**src/rtl/dcache_pkg.sv**
```systemverilog
// Shared types and address-geometry helpers for the direct-mapped data cache.
// Bus widths come from DRAM_ADDRESS_SIZE / DRAM_WORD_SIZE (default 32 bits each).
`ifndef DRAM_ADDRESS_SIZE
`define DRAM_ADDRESS_SIZE 32
`endif
`ifndef DRAM_WORD_SIZE
`define DRAM_WORD_SIZE 32
`endif

package dcache_pkg;
   localparam int ADDR_W = `DRAM_ADDRESS_SIZE;
   localparam int WORD_W = `DRAM_WORD_SIZE;
   localparam int BE_W   = WORD_W / 8;

   typedef enum logic [1:0] {IDLE, FILL, WRITE} state_t;

   // Fields are full address width so one decoder serves any line geometry.
   typedef struct packed {
      logic [ADDR_W-1:0] tag;
      logic [ADDR_W-1:0] idx;
      logic [ADDR_W-1:0] woff;
      logic [ADDR_W-1:0] boff;
   } dcache_addr_t;

   function automatic int boff_bits();
      return $clog2(BE_W);
   endfunction

   function automatic int woff_bits(input int wpl);
      return $clog2(wpl);
   endfunction

   function automatic int idx_bits(input int nl);
      return $clog2(nl);
   endfunction

   function automatic int tag_bits(input int nl, input int wpl);
      return ADDR_W - boff_bits() - woff_bits(wpl) - idx_bits(nl);
   endfunction

   function automatic dcache_addr_t decode(input logic [ADDR_W-1:0] a, input int nl, input int wpl);
      dcache_addr_t d;
      d.boff = a & ADDR_W'(BE_W - 1);
      d.woff = (a >> boff_bits()) & ADDR_W'(wpl - 1);
      d.idx  = (a >> (boff_bits() + woff_bits(wpl))) & ADDR_W'(nl - 1);
      d.tag  = a >> (boff_bits() + woff_bits(wpl) + idx_bits(nl));
      return d;
   endfunction
endpackage

```
**src/rtl/dcache_line_store.sv**
```systemverilog
// Data, tag and valid storage for the data cache: combinational lookup,
// byte-enabled store merge, fill-word write, tag/valid set and asynchronous valid clear.
module dcache_line_store
   import dcache_pkg::*;
#(
   parameter int NUM_LINES      = 16,
   parameter int WORDS_PER_LINE = 4,
   parameter int TAG_W          = 26,
   parameter int IDX_W          = 4,
   parameter int WOFF_W         = 2
) (
   input  logic              clk,
   input  logic              reset,
   input  logic [IDX_W-1:0]  rd_idx,
   input  logic [WOFF_W-1:0] rd_woff,
   output logic [WORD_W-1:0] rd_data,
   output logic [TAG_W-1:0]  rd_tag,
   output logic              rd_valid,
   input  logic              wr_en,
   input  logic [IDX_W-1:0]  wr_idx,
   input  logic [WOFF_W-1:0] wr_woff,
   input  logic [WORD_W-1:0] wr_data,
   input  logic [BE_W-1:0]   wr_be,
   input  logic              fill_en,
   input  logic [IDX_W-1:0]  fill_idx,
   input  logic [WOFF_W-1:0] fill_woff,
   input  logic [WORD_W-1:0] fill_data,
   input  logic              tag_we,
   input  logic [IDX_W-1:0]  tag_idx,
   input  logic [TAG_W-1:0]  tag_data
);
   logic [WORD_W-1:0]    data_mem [NUM_LINES][WORDS_PER_LINE];
   logic [TAG_W-1:0]     tag_mem  [NUM_LINES];
   logic [NUM_LINES-1:0] valid_reg;
   logic [WORD_W-1:0]    old_word;
   logic [WORD_W-1:0]    merged_word;

   assign old_word = data_mem[wr_idx][wr_woff];

   for (genvar gi = 0; gi < BE_W; gi++) begin : g_lane
      assign merged_word[gi*8 +: 8] = wr_be[gi] ? wr_data[gi*8 +: 8] : old_word[gi*8 +: 8];
   end

   always_ff @(posedge clk) begin
      if (fill_en) begin
         data_mem[fill_idx][fill_woff] <= fill_data;
      end else if (wr_en) begin
         data_mem[wr_idx][wr_woff] <= merged_word;
      end
      if (tag_we) begin
         tag_mem[tag_idx] <= tag_data;
      end
   end

   // Only the valid bits need clearing: stale data/tags are unreachable without them.
   always_ff @(posedge clk or negedge reset) begin
      if (!reset) begin
         valid_reg <= '0;
      end else if (tag_we) begin
         valid_reg[tag_idx] <= 1'b1;
      end
   end

   assign rd_data  = data_mem[rd_idx][rd_woff];
   assign rd_tag   = tag_mem[rd_idx];
   assign rd_valid = valid_reg[rd_idx];
endmodule

```
**src/rtl/dcache_responder.sv**
```systemverilog
// Direct-mapped, write-through, read-allocate data cache answering CPU dcache requests.
// Defining DCACHE_PERF_CNT_EN adds saturating 32-bit hit_count / miss_count outputs.
module dcache_responder
   import dcache_pkg::*;
#(
   parameter int NUM_LINES      = 16,
   parameter int WORDS_PER_LINE = 4
) (
   input  logic              clk,
   input  logic              reset,
   input  logic [ADDR_W-1:0] cpu_address,
   input  logic              cpu_request,
   input  logic              cpu_rw,
   input  logic [WORD_W-1:0] cpu_writeData,
   input  logic [BE_W-1:0]   cpu_byte_en,
   output logic [WORD_W-1:0] cpu_readData,
   output logic              cpu_data_ready,
   output logic [ADDR_W-1:0] mem_address,
   output logic              mem_request,
   output logic              mem_rw,
   output logic [WORD_W-1:0] mem_writeData,
   output logic [BE_W-1:0]   mem_byte_en,
   input  logic [WORD_W-1:0] mem_readData,
   input  logic              mem_data_ready
`ifdef DCACHE_PERF_CNT_EN
   ,
   output logic [31:0]       hit_count,
   output logic [31:0]       miss_count
`endif
);
   localparam int BOFF_B = boff_bits();
   localparam int WOFF_B = woff_bits(WORDS_PER_LINE);
   localparam int IDX_B  = idx_bits(NUM_LINES);
   localparam int TAG_B  = tag_bits(NUM_LINES, WORDS_PER_LINE);
   localparam int WOFF_W = (WOFF_B > 0) ? WOFF_B : 1;
   localparam logic [WOFF_W-1:0] LAST_BEAT = WOFF_W'(WORDS_PER_LINE - 1);

   state_t            state_reg;
   logic [WOFF_W-1:0] beat_reg;
   logic [TAG_B-1:0]  lat_tag_reg;
   logic [IDX_B-1:0]  lat_idx_reg;
   logic [WOFF_W-1:0] lat_woff_reg;
   logic              lat_hit_reg;
   logic              write_done_reg;

   dcache_addr_t      cpu_dec;
   logic [TAG_B-1:0]  cpu_tag;
   logic [IDX_B-1:0]  cpu_idx;
   logic [WOFF_W-1:0] cpu_woff;
   logic              unused_dec_bits;
   logic [WORD_W-1:0] rd_data;
   logic [TAG_B-1:0]  rd_tag;
   logic              rd_valid;
   logic              hit;
   logic              start_fill;
   logic              start_write;
   logic              fill_beat;
   logic              fill_last;
   logic              store_ack;

   function automatic logic [ADDR_W-1:0] line_addr(input logic [TAG_B-1:0] t,
                                                   input logic [IDX_B-1:0] i,
                                                   input logic [WOFF_W-1:0] k);
      return (ADDR_W'(t) << (IDX_B + WOFF_B + BOFF_B)) |
             (ADDR_W'(i) << (WOFF_B + BOFF_B)) |
             (ADDR_W'(k) << BOFF_B);
   endfunction

   assign cpu_dec  = decode(cpu_address, NUM_LINES, WORDS_PER_LINE);
   assign cpu_tag  = cpu_dec.tag[TAG_B-1:0];
   assign cpu_idx  = cpu_dec.idx[IDX_B-1:0];
   assign cpu_woff = cpu_dec.woff[WOFF_W-1:0];
   assign unused_dec_bits = ^{cpu_dec.tag[ADDR_W-1:TAG_B], cpu_dec.idx[ADDR_W-1:IDX_B],
                              cpu_dec.woff[ADDR_W-1:WOFF_W], cpu_dec.boff};

   assign hit = rd_valid && (rd_tag == cpu_tag);
   // The cycle after a store retires must not relaunch the still-held request.
   assign start_write = (state_reg == IDLE) && cpu_request && !write_done_reg && cpu_rw;
   assign start_fill  = (state_reg == IDLE) && cpu_request && !write_done_reg && !cpu_rw && !hit;
   assign fill_beat   = (state_reg == FILL) && mem_data_ready;
   assign fill_last   = fill_beat && (beat_reg == LAST_BEAT);
   assign store_ack   = (state_reg == WRITE) && mem_data_ready;

   assign cpu_data_ready = write_done_reg ||
                           ((state_reg == IDLE) && (!cpu_request || (!cpu_rw && hit)));
   assign cpu_readData   = ((state_reg == IDLE) && hit) ? rd_data : '0;

   dcache_line_store #(
      .NUM_LINES      (NUM_LINES),
      .WORDS_PER_LINE (WORDS_PER_LINE),
      .TAG_W          (TAG_B),
      .IDX_W          (IDX_B),
      .WOFF_W         (WOFF_W)
   ) u_store (
      .clk       (clk),
      .reset     (reset),
      .rd_idx    (cpu_idx),
      .rd_woff   (cpu_woff),
      .rd_data   (rd_data),
      .rd_tag    (rd_tag),
      .rd_valid  (rd_valid),
      .wr_en     (store_ack && lat_hit_reg),
      .wr_idx    (lat_idx_reg),
      .wr_woff   (lat_woff_reg),
      .wr_data   (mem_writeData),
      .wr_be     (mem_byte_en),
      .fill_en   (fill_beat),
      .fill_idx  (lat_idx_reg),
      .fill_woff (beat_reg),
      .fill_data (mem_readData),
      .tag_we    (fill_last),
      .tag_idx   (lat_idx_reg),
      .tag_data  (lat_tag_reg)
   );

   always_ff @(posedge clk or negedge reset) begin
      if (!reset) begin
         state_reg      <= IDLE;
         beat_reg       <= '0;
         lat_tag_reg    <= '0;
         lat_idx_reg    <= '0;
         lat_woff_reg   <= '0;
         lat_hit_reg    <= 1'b0;
         write_done_reg <= 1'b0;
         mem_address    <= '0;
         mem_request    <= 1'b0;
         mem_rw         <= 1'b0;
         mem_writeData  <= '0;
         mem_byte_en    <= '0;
      end else begin
         write_done_reg <= 1'b0;
         case (state_reg)
            IDLE: begin
               if (start_write) begin
                  state_reg     <= WRITE;
                  lat_idx_reg   <= cpu_idx;
                  lat_woff_reg  <= cpu_woff;
                  lat_hit_reg   <= hit;
                  mem_address   <= cpu_address & ~ADDR_W'(BE_W - 1);
                  mem_request   <= 1'b1;
                  mem_rw        <= 1'b1;
                  mem_writeData <= cpu_writeData;
                  mem_byte_en   <= cpu_byte_en;
               end else if (start_fill) begin
                  state_reg   <= FILL;
                  beat_reg    <= '0;
                  lat_tag_reg <= cpu_tag;
                  lat_idx_reg <= cpu_idx;
                  mem_address <= line_addr(cpu_tag, cpu_idx, '0);
                  mem_request <= 1'b1;
                  mem_rw      <= 1'b0;
               end
            end
            FILL: begin
               if (fill_last) begin
                  state_reg   <= IDLE;
                  mem_request <= 1'b0;
               end else if (fill_beat) begin
                  beat_reg    <= beat_reg + WOFF_W'(1);
                  mem_address <= line_addr(lat_tag_reg, lat_idx_reg, beat_reg + WOFF_W'(1));
               end
            end
            WRITE: begin
               if (store_ack) begin
                  state_reg      <= IDLE;
                  mem_request    <= 1'b0;
                  mem_rw         <= 1'b0;
                  write_done_reg <= 1'b1;
               end
            end
            default: state_reg <= IDLE;
         endcase
      end
   end

`ifdef DCACHE_PERF_CNT_EN
   // The retried lookup right after a fill belongs to that miss, not to the hit count.
   logic fill_done_reg;

   always_ff @(posedge clk or negedge reset) begin
      if (!reset) begin
         fill_done_reg <= 1'b0;
         hit_count     <= '0;
         miss_count    <= '0;
      end else begin
         fill_done_reg <= fill_last;
         if ((state_reg == IDLE) && cpu_request && !cpu_rw && hit && !fill_done_reg &&
             (hit_count != '1)) begin
            hit_count <= hit_count + 32'd1;
         end
         if (start_fill && (miss_count != '1)) begin
            miss_count <= miss_count + 32'd1;
         end
      end
   end
`endif
endmodule

```
**config.mk**
```make
export PLATFORM = sky130hd
export DESIGN_NAME = dcache_responder
export DESIGN_NICKNAME = d
export VERILOG_FILES = /design/src/rtl/dcache_pkg.sv /design/src/rtl/dcache_line_store.sv /design/src/rtl/dcache_responder.sv
export SDC_FILE = /design/constraint.sdc
export NUM_CORES = 2
export LEC_CHECK = 0
export CAP_MARGIN = 15
export CORE_MARGIN = 2
export CORE_UTILIZATION = 35
export CTS_BUF_LIST = sky130_fd_sc_hd__clkbuf_4 sky130_fd_sc_hd__clkbuf_8
export CTS_CLUSTER_DIAMETER = 30
export CTS_CLUSTER_SIZE = 16
export DETAILED_ROUTE_END_ITERATION = 10
export PLACE_DENSITY = 0.6
export SETUP_SLACK_MARGIN = 0.15
export SYNTH_ARGS = -nofsm -noshare
export SYNTH_HDL_FRONTEND = slang
export SYNTH_SLANG_ARGS = --single-unit
```
**constraint.sdc**
```tcl
create_clock -name clk -period 10.2 [get_ports clk]
set_clock_uncertainty 0.05 [all_clocks]
set_input_delay 1.53 -clock clk [delete_from_list [all_inputs] [get_ports clk]]
set_output_delay 1.53 -clock clk [all_outputs]
set_load 0.02 [all_outputs]
```
# After elaboration in Yosys (flattened, before gate mapping)
# Memory sizes are Yosys's and may differ from the RTL's.
# Cells that the tools add are included.
op_classes:
  eq_ne: 11
  addsub: 1
  bitwise_logic: 136
  n_reduce_logical: 35
  magnitude_cmp: 8
  muxes: 181
op_table:
  columns: ["cell", "n"]
  rows:
  - ["32-bit 2-to-1 mux", 11]
  - ["128-bit 2-to-1 mux", 2]
  - ["1-bit 2-to-1 mux", 143]
  - ["32-bit binary-select mux with 2-bit select", 2]
  - ["32-bit demux with 2-bit select", 2]
  - ["1-bit bitwise OR", 128]
  - ["32-bit by 8-bit bitwise OR with 32-bit output", 2]
  - ["32-bit one-hot mux with 2 select lines", 1]
  - ["8-bit 2-to-1 mux", 4]
  - ["32-bit by 4-bit bitwise OR with 32-bit output", 1]
  - ["24-bit == test", 1]
  - ["1-bit logical AND", 16]
  - ["2-bit 2-to-1 mux", 8]
  - ["16-bit bitwise OR", 1]
  - ["2-bit inequality test, second input constant", 6]
  - ["4-bit by 5-bit < comparator with 1-bit output, second input constant", 2]
  - ["3-bit greater-or-equal comparator, second input constant", 3]
  - ["2-bit inverter with 3-bit output", 3]
  - ["3-bit AND reduction", 3]
  - ["4-bit 2-to-1 mux", 2]
  - ["4-bit AND reduction", 2]
  - ["3-bit by 1-bit < comparator with 1-bit output, second input constant", 2]
  - ["2-bit one-hot mux with 3 select lines", 1]
  - ["2-bit nonzero test", 3]
  - ["17 further kinds", 23]
word_totals:
  word_cells: 387
  ff_bits: 122
  in_bits: 105
  ramBits: 2432
  memories: 2
memory_table:
  columns: ["memory", "words", "width", "rd", "rd_clocked_by_memory_dff", "write_ports", "line", "source"]
  rows:
  - ["u_store.data_mem", 16, 128, 2, 0, 1, "dcache_line_store.sv:32", "logic [WORD_W-1:0] data_mem [NUM_LINES][WORDS_PER_LINE];"]
  - ["u_store.tag_mem", 16, 24, 1, 0, 1, "dcache_line_store.sv:33", "logic [TAG_W-1:0] tag_mem [NUM_LINES];"]

# Logic depth before layout (Yosys ltp)
logic_depth:
  ltp_word: 8
  depth_mapped: 14
  mapped_depth_nobuf: 9

# Hierarchy
# From an unflattened synthesis, not the netlist that was laid out.
hier_totals:
  cells_unflattened: 5920
  area_unflattened_um2: 115512.0
modules_own_cells:
  columns: ["module", "n_inst", "cells_per_inst", "area_per_inst_um2"]
  rows:
  - ["dcache_line_store", 1, 5467, 110423.4]
  - ["dcache_responder", 1, 453, 5088.6]

# Worst setup path before layout
# Ideal clock, no wire load.
synth_path:
  path_type: "input-to-output"
  startpoint: "input cpu_address[4]"
  endpoint: "output cpu_readData[10]"
  path_stages: 9
  arrival_ns: 4.346
  setup_slack_ns: 4.274
  cell_sequence: "buf_6 -> buf_6 -> buf_6 -> buf_2 -> clkbuf_1 -> mux4_2 -> mux4_2 -> mux4_2 -> nor2b_1"
synth_between:
  elab_chain_cells: 5
  elab_cells_between_ends: 11
  classes_between: "1 x eq/ne; 6 x mux; 2 x reduce/logical; 2 x memory"
synth_rtl:
  columns: ["element", "line", "source"]
  rows:
  - ["start, declared", "dcache_responder.sv:11", "input logic [ADDR_W-1:0] cpu_address,"]
  - ["memory read 16 x 24 bit, or another cell as far along", null, null]
  - ["24-bit == test, or another cell as far along", "dcache_responder.sv:76", "assign hit = rd_valid && (rd_tag == cpu_tag);"]
  - ["1-bit logical AND / 32-bit 2-to-1 mux (equally long branches)", "dcache_responder.sv:76, dcache_line_store.sv:64", null]
  - ["1-bit logical AND / 32-bit 2-to-1 mux (equally long branches)", "dcache_responder.sv:86, dcache_line_store.sv:64", null]
  - ["32-bit 2-to-1 mux (*)", "dcache_responder.sv:86", "assign cpu_readData = ((state_reg == IDLE) && hit) ? rd_data : '0;"]
  - ["end, declared", "dcache_responder.sv:16", "output logic [WORD_W-1:0] cpu_readData,"]
# Mark *: on every way between the ends. The rest lies on a longest branch, timed or not. The select of a mux whose other input is x is not followed.

# Final worst setup path
layout_path:
  startpoint: "input cpu_address[5]"
  endpoint: "output cpu_readData[27]"
# Same word-level chain as after synthesis.

==> flow_summary_export.csv <==
group,metric,value,unit
synthesis,yosys_warnings,0,
worst_setup_path,arrival,6.38,ns
sta,fin_tns_setup,0,ns
final_layout,final_nets,5773,
worst_setup_path,endpoint_kind,"output port",
synthesis,syn_area,116000,µm²
sta,fin_crit_sh,78.07,%
sta,fmax,0.1256,GHz
clock_network,cts_buffers,477,
floorplanning,initial_utilization,35.13,%
synthesis,synth_common_cells,"edfxtp_1 (2,432), mux4_2 (1,415), clkbuf_1 (203)",
final_layout,reg_top3,"u_store.data_mem x2048, u_store.tag_mem x384, mem_writeData x32",
power_and_ir_drop,p_total,31.86,mW
global_routing,antenna_found_initial,34,
clock_network,clock_latency,1.07,ns
floorplanning,top_level_ports,208,
hold_path,min_path_type,"reg2reg",
worst_setup_path,startpoint,"cpu_address[5]",
routing,drt-vias-per-instance,6.056,
floorplanning,die_area,336200,µm²
clock_network,h-tree-depth,5,
floorplanning,coreArea,330300,µm²
sta,rsz0062_at_grt,"no",
synthesis,synth-edff-count,2432,
synthesis,synth_top_area_share,62.94,%
power_and_ir_drop,p_leak,41.82,nW
routing,drtPass1Iterations,5,
worst_setup_path,crit_end,"cpu_readData[27]",
worst_setup_path,rrSetupSlack,4.83,ns
routing,wl_per_cell,35.63,µm
final_layout,syn_to_final_growth,16.07,%
placement,port_buffers,203,
routing,drcViolationCount,0,
sta,worst_pin_slew,1.364,ns
synthesis,synth.most_common_cell,"edfxtp_1",
sta,hold_violations,0,
synthesis,synth-main-ff-cell,"edfxtp_1",
routing,first_iter_violations,8034,
sta,slew_headroom,8.868,%
placement,dpl.cell_count,9546,
worst_setup_path,r2r-start,"lat_idx_reg[0]$_DFFE_PN0P_",
clock_network,cts_tree,"done",
power_and_ir_drop,ir_worst_vdd,0.0002280,V
clock_network,cts-root-buf,"clkbuf_8",
floorplanning,rows,211,
final_layout,final_cells,10450,
sta,period_needed,7.963,ns
clock_network,clock_path_buffers,4,
worst_setup_path,worstRegToRegCells,7,
placement,gp_congestion,0.8064,
global_routing,grt_util_all_layers,21.74,%
global_routing,grt_first_pass_wirelength,511600,µm
sta,maxSlewViolCount,0,
placement,hpwl,212400,µm
job,max_cap_viol_count,0,
routing,num_vias,63280,
global_routing,grt.overflow.total,0,
synthesis,ys_ff_latch,2552,
synthesis,yosys.area.top_type,"edfxtp_1",
routing,antenna_left,0,
final_layout,fillers,28750,
power_and_ir_drop,power.density,236.6,nW/µm²
final_layout,drive_gt1_share,44.94,%
synthesis,synth_seq_area_share,65.52,%
routing,wl,372300,µm
worst_setup_path,start_kind,"primary input",
synthesis,ys_async_sr_fraction,4.702,%
clock_network,path_clk_slew,0.06,ns
final_layout,regMostFlops,"u_store.data_mem",
clock_network,ctsHoldBuffers,0,
clock_network,cts_resized,0,
synthesis,ys_types,69,
floorplanning,die_x,579.8,µm
worst_setup_path,path_max_fanout,74,
clock_network,cts_setup_buffers,0,
synthesis,yosys-top-cells-area,"edfxtp_1 (63%), mux4_2 (27%), dfrtp_1 (2.6%)",
run_status,status,"completed",
sta,setup_viol,0,
clock_network,cts.sinks,2552,
worst_setup_path,r2r_end,"u_store.data_mem[6][99]$_DFFE_PP_",
floorplanning,die_h,579.8,µm
synthesis,syn_inst,5223,
global_routing,grt_start_max_net_pins,140,
worst_setup_path,crit_type,"in2out",
global_routing,first_global_vias,63960,
worst_setup_path,required,8.62,ns
final_layout,largest_reg_flops,2048,
synthesis,syn_avg_cell_area,22.22,µm²
per-stage QoR:
stage	hold slack (ns)	area [µm²]	util, %	worst slack (ns)
final	0.4135	134700	40.78	2.237
after CTS	0.4137	134600	40.76	2.236
after detailed placement	0.3981	123800	37.49	2.262
after global routing	0.4318	134700	40.78	1.922
after global placement	0.3955	123800	37.49	2.212
after floorplan	0.3834	116000	-	4.274
cells in the final DEF (no fill, tap or decap), types with 17 or more instances in the layout:
cell	instances
clkbuf_4	57
mux2_1	23
clkbuf_8	490
buf_12	17
bufinv_16	58
nor2b_1	43
buf_4	132
clkinv_1	55
clkinv_4	36
clkinv_2	80
a21oi_1	38
nor2_4	80
nand2_1	142
mux2_2	196
clkdlybuf4s50_1	197
a31oi_1	35
or2_2	17
mux4_2	1415
mux2i_1	90
clkinvlp_4	61
edfxtp_1	2432
dfrtp_1	114
inv_6	36
worst min-delay path by stage:
| stage | from | to | slack, ns | depth (start not counted) |
|---|---|---|---|---|
| after floorplan | u_store.valid_reg[15]$_DFFE_PN0P_ | u_store.valid_reg[15]$_DFFE_PN0P_ | 0.38 | 1 |
| after global placement | u_store.valid_reg[15]$_DFFE_PN0P_ | u_store.valid_reg[15]$_DFFE_PN0P_ | 0.40 | 1 |
| final | u_store.valid_reg[6]$_DFFE_PN0P_ | u_store.valid_reg[6]$_DFFE_PN0P_ | 0.41 | 1 |
| after CTS | u_store.valid_reg[6]$_DFFE_PN0P_ | u_store.valid_reg[6]$_DFFE_PN0P_ | 0.41 | 1 |
| after global routing | u_store.valid_reg[12]$_DFFE_PN0P_ | u_store.valid_reg[12]$_DFFE_PN0P_ | 0.43 | 1 |
| after detailed placement | u_store.valid_reg[6]$_DFFE_PN0P_ | u_store.valid_reg[6]$_DFFE_PN0P_ | 0.40 | 1 |
worst max-delay path, stage by stage:
cell             delay (ns)
buf_8                  0.47
buf_4                  0.50
mux4_2                 0.56
mux2i_1                0.40
o22ai_1                0.17
nor3_1                 0.16
a31oi_1                0.14
a2111oi_0              0.43
nand4_1                0.31
or2_4                  0.63
nor2b_1                0.27
clkdlybuf4s50_1        0.64
cells by family after synthesis:
family / synth area share (%)
buffers and inverters: 1.559
other: 0.003232
AO/OA/AOI/OAI: 0.8572
adder cells (fa/ha/maj): 0.08627
multiplexers: 30.38
flip-flops: 65.52
XOR/XNOR: 0.1887
AND/OR/NAND/NOR: 1.403
power by group:
group	total [mW]	switching, mW	internal, mW	leakage [nW]
clock	11.1	4.82	6.31	5.42
sequential	12.7	0.750	12.0	23.3
combinational	7.99	4.06	3.93	13.1
total	31.9	9.63	22.2	41.8
cell type report:
type / instances / area [µm²] / area share [%]
Sequential cell: 2552 / 76050 / 56.47
Clock buffer: 547 / 7172 / 5.325
Tap cell: 4366 / 5463 / 4.056
Clock inverter: 340 / 3622 / 2.689
Inverter: 12 / 52.55 / 0.03902
Multi-Input combinational cell: 2266 / 38900 / 28.88
Timing Repair Buffer: 351 / 3387 / 2.515
Antenna cell: 15 / 37.54 / 0.02787
metal layers:
| layer | vias up | wire, µm | track usage, % |
|---|---|---|---|
| li1 | 24050 | - | - |
| met1 | 34920 | 145200 | 29.48 |
| met2 | 3660 | 177300 | 34.54 |
| met3 | 649 | 36270 | 4.883 |
| met4 | 4 | 13550 | 7.646 |
| met5 | - | 17 | 0 |
No activity file was read; power rests on OpenSTA's default activity.
